--- src/rtl/pipe_adder_pkg.sv ---
// pipe_adder_pkg: shared helpers for the pipelined adder/subtractor.
//   chunk_w      - per-stage chunk width (WIDTH / STAGES)
//   width_ok     - configuration legality, evaluated at elaboration by the top
//   signed_max/  - two's-complement limits, only used when PIPE_ADDER_SAT_EN
//   signed_min     is defined (results are LIMIT_W wide; callers slice them)
package pipe_adder_pkg;

  localparam int unsigned LIMIT_W = 256;

  function automatic int unsigned chunk_w(input int unsigned width,
                                          input int unsigned stages);
    return width / stages;
  endfunction

  function automatic bit width_ok(input int unsigned width,
                                  input int unsigned stages);
    return (stages >= 1) && (stages <= width) && ((width % stages) == 0);
  endfunction

  function automatic logic [LIMIT_W-1:0] signed_max(input int unsigned width);
    logic [LIMIT_W-1:0] r;
    r = '0;
    for (int unsigned i = 0; i < LIMIT_W; i++) begin
      if (i + 1 < width) r[i] = 1'b1;
    end
    return r;
  endfunction

  function automatic logic [LIMIT_W-1:0] signed_min(input int unsigned width);
    logic [LIMIT_W-1:0] r;
    r = '0;
    for (int unsigned i = 0; i < LIMIT_W; i++) begin
      if (i + 1 == width) r[i] = 1'b1;
    end
    return r;
  endfunction

endpackage

--- src/rtl/pipe_adder_chunk.sv ---
// adder_chunk: purely combinational CW-bit ripple-carry adder built from an
// unrolled full-adder chain.
//   a, b  - chunk operands
//   ci    - carry into bit 0
//   s     - chunk sum
//   co    - carry out of bit CW-1
//   c_msb - carry into bit CW-1 (used for signed overflow in the top chunk)
module adder_chunk #(
  parameter int unsigned CW = 8
) (
  input  logic [CW-1:0] a,
  input  logic [CW-1:0] b,
  input  logic          ci,
  output logic [CW-1:0] s,
  output logic          co,
  output logic          c_msb
);

  logic [CW:0] c;

  assign c[0] = ci;

  for (genvar i = 0; i < CW; i++) begin : g_fa
    assign s[i]   = a[i] ^ b[i] ^ c[i];
    assign c[i+1] = (a[i] & b[i]) | (c[i] & (a[i] ^ b[i]));
  end

  assign co    = c[CW];
  assign c_msb = c[CW-1];

endmodule

--- src/rtl/pipe_adder.sv ---
// pipe_adder: pipelined ripple-carry adder/subtractor, one chunk of
// WIDTH/STAGES bits per stage, elastic valid/ready on both sides.
//   clk, rst_n            - clock, asynchronous active-low reset
//   in_valid / in_ready   - operand handshake
//   A, B, Cin, Sub        - operands; Sub=1 computes A-B-Cin
//   out_valid / out_ready - result handshake
//   Sum, Cout, Ovf        - result, carry (not-borrow), signed overflow
// Optional macro PIPE_ADDER_SAT_EN: clamp Sum to the signed limit on overflow
// in the final stage (Cout/Ovf still report the unclamped result).
module pipe_adder
  import pipe_adder_pkg::*;
#(
  parameter int unsigned WIDTH  = 32,
  parameter int unsigned STAGES = 4
) (
  input  logic             clk,
  input  logic             rst_n,
  input  logic             in_valid,
  output logic             in_ready,
  input  logic [WIDTH-1:0] A,
  input  logic [WIDTH-1:0] B,
  input  logic             Cin,
  input  logic             Sub,
  output logic             out_valid,
  input  logic             out_ready,
  output logic [WIDTH-1:0] Sum,
  output logic             Cout,
  output logic             Ovf
);

  localparam int unsigned CW = chunk_w(WIDTH, STAGES);

  if (!width_ok(WIDTH, STAGES)) begin : g_bad_cfg
    $error("pipe_adder: WIDTH must be a multiple of STAGES with 1 <= STAGES <= WIDTH");
  end

  // Source view of each stage: stage 0 sees the ports, stage k sees the
  // registers of stage k-1. B is stored already conditioned (inverted on Sub).
  logic [WIDTH-1:0] a_src [STAGES];
  logic [WIDTH-1:0] b_src [STAGES];
  logic [WIDTH-1:0] s_src [STAGES];
  logic             c_src [STAGES];
  logic             v_src [STAGES];
  logic             ready [STAGES+1];

  assign a_src[0]      = A;
  assign b_src[0]      = Sub ? ~B : B;
  assign s_src[0]      = '0;
  assign c_src[0]      = Cin ^ Sub;
  assign v_src[0]      = in_valid;
  assign ready[STAGES] = out_ready;
  assign in_ready      = ready[0];

  for (genvar k = 0; k < STAGES; k++) begin : g_stage
    logic [CW-1:0]    s_chunk;
    logic             co;
    logic             c_msb;
    logic             v_q;
    logic [WIDTH-1:0] s_new;

    adder_chunk #(.CW(CW)) u_chunk (
      .a     (a_src[k][k*CW +: CW]),
      .b     (b_src[k][k*CW +: CW]),
      .ci    (c_src[k]),
      .s     (s_chunk),
      .co    (co),
      .c_msb (c_msb)
    );

    always_comb begin
      s_new               = s_src[k];
      s_new[k*CW +: CW]   = s_chunk;
    end

    // An empty stage always accepts, so bubbles collapse under a stall.
    assign ready[k] = !v_q || ready[k+1];

    always_ff @(posedge clk or negedge rst_n) begin
      if (!rst_n) v_q <= 1'b0;
      else if (ready[k]) v_q <= v_src[k];
    end

    if (k < STAGES - 1) begin : g_mid
      logic [WIDTH-1:0] a_q;
      logic [WIDTH-1:0] b_q;
      logic [WIDTH-1:0] s_q;
      logic             c_q;
      logic             unused_c_msb;

      assign unused_c_msb = c_msb;

      // Data only moves with a valid token so idle inputs never leak through.
      always_ff @(posedge clk or negedge rst_n) begin
        if (!rst_n) begin
          a_q <= '0;
          b_q <= '0;
          s_q <= '0;
          c_q <= 1'b0;
        end else if (ready[k] && v_src[k]) begin
          a_q <= a_src[k];
          b_q <= b_src[k];
          s_q <= s_new;
          c_q <= co;
        end
      end

      assign a_src[k+1] = a_q;
      assign b_src[k+1] = b_q;
      assign s_src[k+1] = s_q;
      assign c_src[k+1] = c_q;
      assign v_src[k+1] = v_q;
    end else begin : g_last
      logic [WIDTH-1:0] s_fin;
      logic [WIDTH-1:0] s_q;
      logic             c_q;
      logic             ovf_q;

`ifdef PIPE_ADDER_SAT_EN
      localparam logic [LIMIT_W-1:0] SMAX_FULL = signed_max(WIDTH);
      localparam logic [LIMIT_W-1:0] SMIN_FULL = signed_min(WIDTH);
`endif

      always_comb begin
        s_fin = s_new;
`ifdef PIPE_ADDER_SAT_EN
        // Overflow direction follows A's sign for both add and subtract.
        if (c_msb ^ co) begin
          s_fin = a_src[k][WIDTH-1] ? SMIN_FULL[WIDTH-1:0] : SMAX_FULL[WIDTH-1:0];
        end
`endif
      end

      always_ff @(posedge clk or negedge rst_n) begin
        if (!rst_n) begin
          s_q   <= '0;
          c_q   <= 1'b0;
          ovf_q <= 1'b0;
        end else if (ready[k] && v_src[k]) begin
          s_q   <= s_fin;
          c_q   <= co;
          ovf_q <= c_msb ^ co;
        end
      end

      assign out_valid = v_q;
      assign Sum       = s_q;
      assign Cout      = c_q;
      assign Ovf       = ovf_q;
    end
  end

endmodule

--- config.mk ---
export PLATFORM = sky130hd
export DESIGN_NAME = pipe_adder
export DESIGN_NICKNAME = d
export VERILOG_FILES = /design/src/rtl/pipe_adder_pkg.sv /design/src/rtl/pipe_adder_chunk.sv /design/src/rtl/pipe_adder.sv
export SDC_FILE = /design/constraint.sdc
export NUM_CORES = 1
export LEC_CHECK = 0
export ABC_AREA = 1
export CORE_MARGIN = 2
export CORE_UTILIZATION = 60
export DETAILED_ROUTE_END_ITERATION = 12
export GPL_ROUTABILITY_DRIVEN = 0
export PLACE_DENSITY = 0.95
export SLEW_MARGIN = 20
export SYNTH_ARGS = -nofsm -noshare
export SYNTH_HDL_FRONTEND = slang
export SYNTH_SLANG_ARGS = --single-unit
--- constraint.sdc ---
create_clock -name clk -period 5.6 [get_ports clk]
set_clock_uncertainty 0.2 [all_clocks]
set_input_delay 1.12 -clock clk [delete_from_list [all_inputs] [get_ports clk]]
set_output_delay 1.12 -clock clk [all_outputs]
set_load 0.005 [all_outputs]
Word level (Yosys, flattened, before mapping)

Index checks and enable logic that the tools add are counted.

$add $sub $neg: 0
$mul: 0
Div/mod/pow operators: 0
Order comparisons: 0
Equal/unequal tests: 0
Shifts and indexed selects: 0
Muxes and demuxes: 1
Bitwise logic cells: 163
Reductions and logical operators: 12

Operators by type and width:

| cell                | count |
|---|---|
| $xor A1 B1 Y1       | 66 |
| $and A1 B1 Y1       | 64 |
| $mux W32            | 1 |
| $not A32 Y32        | 1 |
| $or A1 B1 Y1        | 32 |
| $logic_and A1 B1 Y1 | 4 |
| $logic_not A1 Y1    | 4 |
| $logic_or A1 B1 Y1  | 4 |

Flip-flop bits (word level): 281
Bits in latches: 0
Memory bits (writable): 0
Bits in read-only memories: 0
Input bits: 70
Output and inout port bits: 36
Logic and storage cells: 195
Memories kept: 0

Logic depth before layout (Yosys ltp)

Depth after elaboration: 19
Mapped depth: 15
Mapped depth without buffers: 13

Cells and area by module

A second synthesis with hierarchy kept.

Cells, all modules: 905
Area total of the unflattened synthesis: 8275.4 sq um

Modules (own cells, without submodules):

| module      | instances | cells each | area an instance (sq um) |
|---|---|---|---|
| pipe_adder  | 1         | 833        | 7484.7 |
| adder_chunk | 4         | 18         | 197.7 |

Worst setup path before layout

Ideal clock, no wire load.

Kind: input -> register
From: input port Sub
To: register g_stage[0].g_mid.s_q[7]
Arrival: 4574 ps
Path slack: 709 ps
Stages: 15
Buffers on the path: 2
Cell sequence: buf_2 > buf_4 > xor2_1 > fa_1 > fa_1 > inv_1 > fa_1 > fa_1 > fa_1 > fa_1 > fa_1 > inv_1 > fa_1 > nand3_1 > nand2_1

Word-level cells in the longest chain between the ends: 17
Elaborated cells between the ends (all ways): 32

Ends and longest elaborated chain:

| item                      | RTL line               | RTL |
|---|---|---|
| start: declaration        | pipe_adder.sv:23       | `input logic Sub,` |
| $mux W32                  | pipe_adder.sv:47       | `assign b_src[0] = Sub ? ~B : B;` |
| $xor A1 B1 Y1             | pipe_adder_chunk.sv:25 | `assign c[i+1] = (a[i] & b[i]) \| (c[i] & (a[i] ^ b[i]));` |
| $and A1 B1 Y1             | pipe_adder_chunk.sv:25 |  |
| $or A1 B1 Y1              | pipe_adder_chunk.sv:25 |  |
| $and A1 B1 Y1             | pipe_adder_chunk.sv:25 |  |
| $or A1 B1 Y1              | pipe_adder_chunk.sv:25 |  |
| $and A1 B1 Y1             | pipe_adder_chunk.sv:25 |  |
| $or A1 B1 Y1              | pipe_adder_chunk.sv:25 |  |
| (+2 left out)             | --                     |  |
| $and A1 B1 Y1             | pipe_adder_chunk.sv:25 |  |
| $or A1 B1 Y1              | pipe_adder_chunk.sv:25 |  |
| $and A1 B1 Y1             | pipe_adder_chunk.sv:25 |  |
| $or A1 B1 Y1              | pipe_adder_chunk.sv:25 |  |
| $and A1 B1 Y1             | pipe_adder_chunk.sv:25 |  |
| $or A1 B1 Y1              | pipe_adder_chunk.sv:25 |  |
| $xor A1 B1 Y1 *           | pipe_adder_chunk.sv:24 | `assign s[i] = a[i] ^ b[i] ^ c[i];` |
| via g_stage[0].s_chunk[7] | pipe_adder.sv:55       | `logic [CW-1:0] s_chunk;` |
| end signal: assignment    | pipe_adder.sv:102      | `s_q <= s_new;` |
| end: declaration          | pipe_adder.sv:86       | `logic [WIDTH-1:0] s_q;` |

Mark *: on every way through the listed nets, which the timed path passes. The rest lies on a longest branch.
A chain may end at the register's enable or synchronous reset.

Worst setup path after layout

From: input port Cin
To: register g_stage[0].g_mid.s_q[7]

Word-level cells in the longest chain between the ends: 16

Ends and longest elaborated chain:

| item                      | RTL line               | RTL |
|---|---|---|
| start: declaration        | pipe_adder.sv:22       | `input logic Cin,` |
| $xor A1 B1 Y1             | pipe_adder.sv:49       | `assign c_src[0] = Cin ^ Sub;` |
| $and A1 B1 Y1             | pipe_adder_chunk.sv:25 |  |
| $or A1 B1 Y1              | pipe_adder_chunk.sv:25 |  |
| $and A1 B1 Y1             | pipe_adder_chunk.sv:25 |  |
| $or A1 B1 Y1              | pipe_adder_chunk.sv:25 |  |
| $and A1 B1 Y1             | pipe_adder_chunk.sv:25 |  |
| $or A1 B1 Y1              | pipe_adder_chunk.sv:25 |  |
| $and A1 B1 Y1             | pipe_adder_chunk.sv:25 |  |
| $or A1 B1 Y1              | pipe_adder_chunk.sv:25 |  |
| $and A1 B1 Y1             | pipe_adder_chunk.sv:25 |  |
| $or A1 B1 Y1              | pipe_adder_chunk.sv:25 |  |
| $and A1 B1 Y1             | pipe_adder_chunk.sv:25 |  |
| $or A1 B1 Y1              | pipe_adder_chunk.sv:25 |  |
| $and A1 B1 Y1             | pipe_adder_chunk.sv:25 |  |
| $or A1 B1 Y1              | pipe_adder_chunk.sv:25 |  |
| $xor A1 B1 Y1             | pipe_adder_chunk.sv:24 |  |
| via g_stage[0].s_chunk[7] | pipe_adder.sv:55       |  |

The timed path passes the listed nets, and every way through them passes these cells.

==> reports/summary.txt <==
Area growth syn-to-layout - 19.7%
Critical path's top delay family - adder cells
Max IR drop VDD - 245 uV
Worst path slowest cell - clkdlybuf4s50_1
# fillers - 847
Post-DR vias/cell - 5.56
Top cell type by total area after synthesis - dfrtp_1
Worst EP required - 5.71 ns
DPL Wire Length - 12.0 mm
DRT iter0 DRCs - 787
Hold endpoint - Sum[25]
Buf/Inv on CP - 3
CP Data Arrival Time - 4.90 ns
Routed wire length - 19.1 mm
Setup Total Neg Slack - 0 ns
Largest family of logic cells by synthesized area - simple AND/OR/NAND/NOR gates
Cells after Synth - 887
Startpoint types - primary input
Total of max-cap violations - 0
Port Buffers - 105
Synth Register Bits - 185
Cell Rows - 42
Mux cell area share after synthesis - 0%
YS warnings - 0
Netlist Area Pre-Place - 0.00831 mm^2
Hold path cells - 2
Worst hold slack - 0.272 ns
Die area - 0.0148 mm^2
IO Count - 106
Post-Synth XOR/XNOR Area - 3.58%
Die width - 122 um
Avg Cell Area, Syn - 9.36 um^2
Min-Delay Path Class - flip-flop to flip-flop
Worst r2r path cells - 12
H-tree depth - 4
First-pass GRT wire length - 32.2 mm
Synth unique cells - 19
Largest net degree at the start of global routing - 112
Vias - 6368
Vias in the first global route - 6433
Layout Utilization - 74.2%
Leak - 5.09 nW
Most frequent cells in the layout - 348 x nand2_1, 185 x dfrtp_1, 168 x nand3_1
Grt total ovfl - 0
Crit Path Class - primary input to flip-flop
Post-synth net total - 989
Max stage delay on crit path - 0.47 ns
Critical path capture point type - flip-flop
Tightest Pin Transition - 1.03 ns
Worst reg2reg endpoint - g_stage[2].g_mid.s_q[23]
Commonest non-fill, non-tap cell in the layout - nand2_1
Layout cell share with drive strength beyond 1 - 4.54%
Rel. slew slack - 30.8%
Tmin final - 4.79 ns
Crit-path most repeated cell - fa_1
Status - finished clean
PD cells - 500 mW/mm^2
# DRC - 0
Hold Buf Count CTS - 0
Synth top area share - 55.7%
Post-synthesis simple-gate area fraction - 26.8%
Number of CTS-inserted buffers - 17
Setup Fix Bufs, Post-CTS - 0
Seq/Total Area, Yosys - 55.7%
1st-pass router iterations - 9
GRT Util Overall - 28.4%
Min-delay src - Sum[25]
Compound-Gate Fraction of Synth Area - 0.844%
Worst reg-to-reg setup slack - 1.28 ns
Vert. Die Dim - 122 um
CTS tree - built
Reg clk slew, reported paths - 0.06 ns
RSZ-0062 raised after global routing - false
CP Cell Sequence - clkdlybuf4s50_1, xor2_1, fa_1, fa_1, inv_1, fa_1, fa_1, fa_1, fa_1, fa_1, inv_1, fa_1, nand3_1, nand2_1
DRT antenna net count - 0
CTS sink cnt - 185
Period utilization - 85.5%
Post-CTS sizing - 0
Final Max Slew Viols - 0
Antenna Cells - 0
Nets - 1060
Adder-cell area share of the yosys netlist - 7.71%
Placeable Area - 0.0134 mm^2
Routed length per instance - 16.6 um
Setup violators final - 0
Root Driver - clkbuf_16
Max FO, Critical Path - 1
Worst flop-to-flop path startpoint - g_stage[1].g_mid.b_q[16]
Fmax - 0.209 GHz
Initial antenna violation count - 0
Maximum clock path buffer count - 2
Starting Density - 62.0%
Skew-Pair Late Insertion Delay - 0.43 ns
Hold Fails Final Rpt - 0
Largest cells by area after synthesis - dfrtp_1 56%, nand2_1 16%, nand3_1 10%
## metrics by stage
step | cells | setup slack (ns) | cell area [um^2] | total power, mW
2_1_floorplan | 887 | 0.709 | 8310 | 3.01
3_3_place_gp | 1115 | 0.521 | 9320 | 3.51
3_5_place_dp | 1115 | 0.353 | 9320 | 3.65
4_1_cts | 1146 | 0.781 | 9940 | 4.96
5_1_grt | 1146 | 0.644 | 9940 | 5.29
6_report | 1146 | 0.811 | 9940 | 4.98
## cell families after synthesis
kind of cell / after synthesis
compound gates: 14
xor+xnor: 34
fa+ha+maj: 32
buf+inv: 95
flops: 185
simple gates: 527
## flip-flops by register name (all words and copies together), names as in the netlist
name / count
g_stage.g_mid.a_q: 48
g_stage.g_mid.b_q: 48
g_stage.g_mid.s_q: 48
Sum: 32
g_stage.g_mid.c_q: 3
g_stage.v_q: 3
Cout: 1
Ovf: 1
out_valid: 1
## cells in the mapped netlist
cell type / instances
a21oi_1: 4
buf_1: 11
buf_2: 23
buf_4: 8
buf_6: 4
clkbuf_1: 14
dfrtp_1: 185
fa_1: 32
inv_1: 34
inv_2: 1
nand2_1: 349
nand2_2: 4
nand3_1: 168
nand4_4: 1
nor2_1: 4
nor2_4: 1
o21ai_0: 10
xnor2_1: 5
xor2_1: 29
## worst min-delay path: stages (launching register included)
cell     delay (ns)
dfrtp_1        0.34
nand2_1        0.05
nand2_1        0.04
## report_power, final
group / switching [mW] / internal [mW]
logic: 0.926 / 0.682
clock network: 0.478 / 0.782
registers: 0.308 / 1.80
## how the worst max path moves through the flow
stage                     start                      end  slack, ns  cells past startpoint
after floorplan             Sub  g_stage[0].g_mid.s_q[7]       0.71                     15
after global placement      Cin  g_stage[0].g_mid.s_q[7]       0.52                     14
after detailed placement    Cin  g_stage[0].g_mid.s_q[7]       0.35                     14
after CTS                   Cin  g_stage[0].g_mid.s_q[7]       0.78                     14
after global routing        Cin  g_stage[0].g_mid.s_q[7]       0.64                     14
final                       Cin  g_stage[0].g_mid.s_q[7]       0.81                     14
## routing by layer
layer | track usage (%) | up-vias | share of wire (%)
met3 | 5.71 | 70 | 6.8
met2 | 49.0 | 321 | 52
met1 | 36.2 | 3045 | 38
met5 | 0 | - | 0
li1 | - | 2932 | -
met4 | 9.84 | 0 | 3.2
## area by class of cell
type	instances	area, um^2	area share, %
sequential	185	4630	46.6
multi-input combinational	607	3230	32.5
timing repair buffer	112	1110	11.1
clock buffer	25	485	4.88
tap	176	220	2.21
clock inverter	6	136	1.37
inverter	35	131	1.32
No activity file was read; power rests on OpenSTA's default activity.
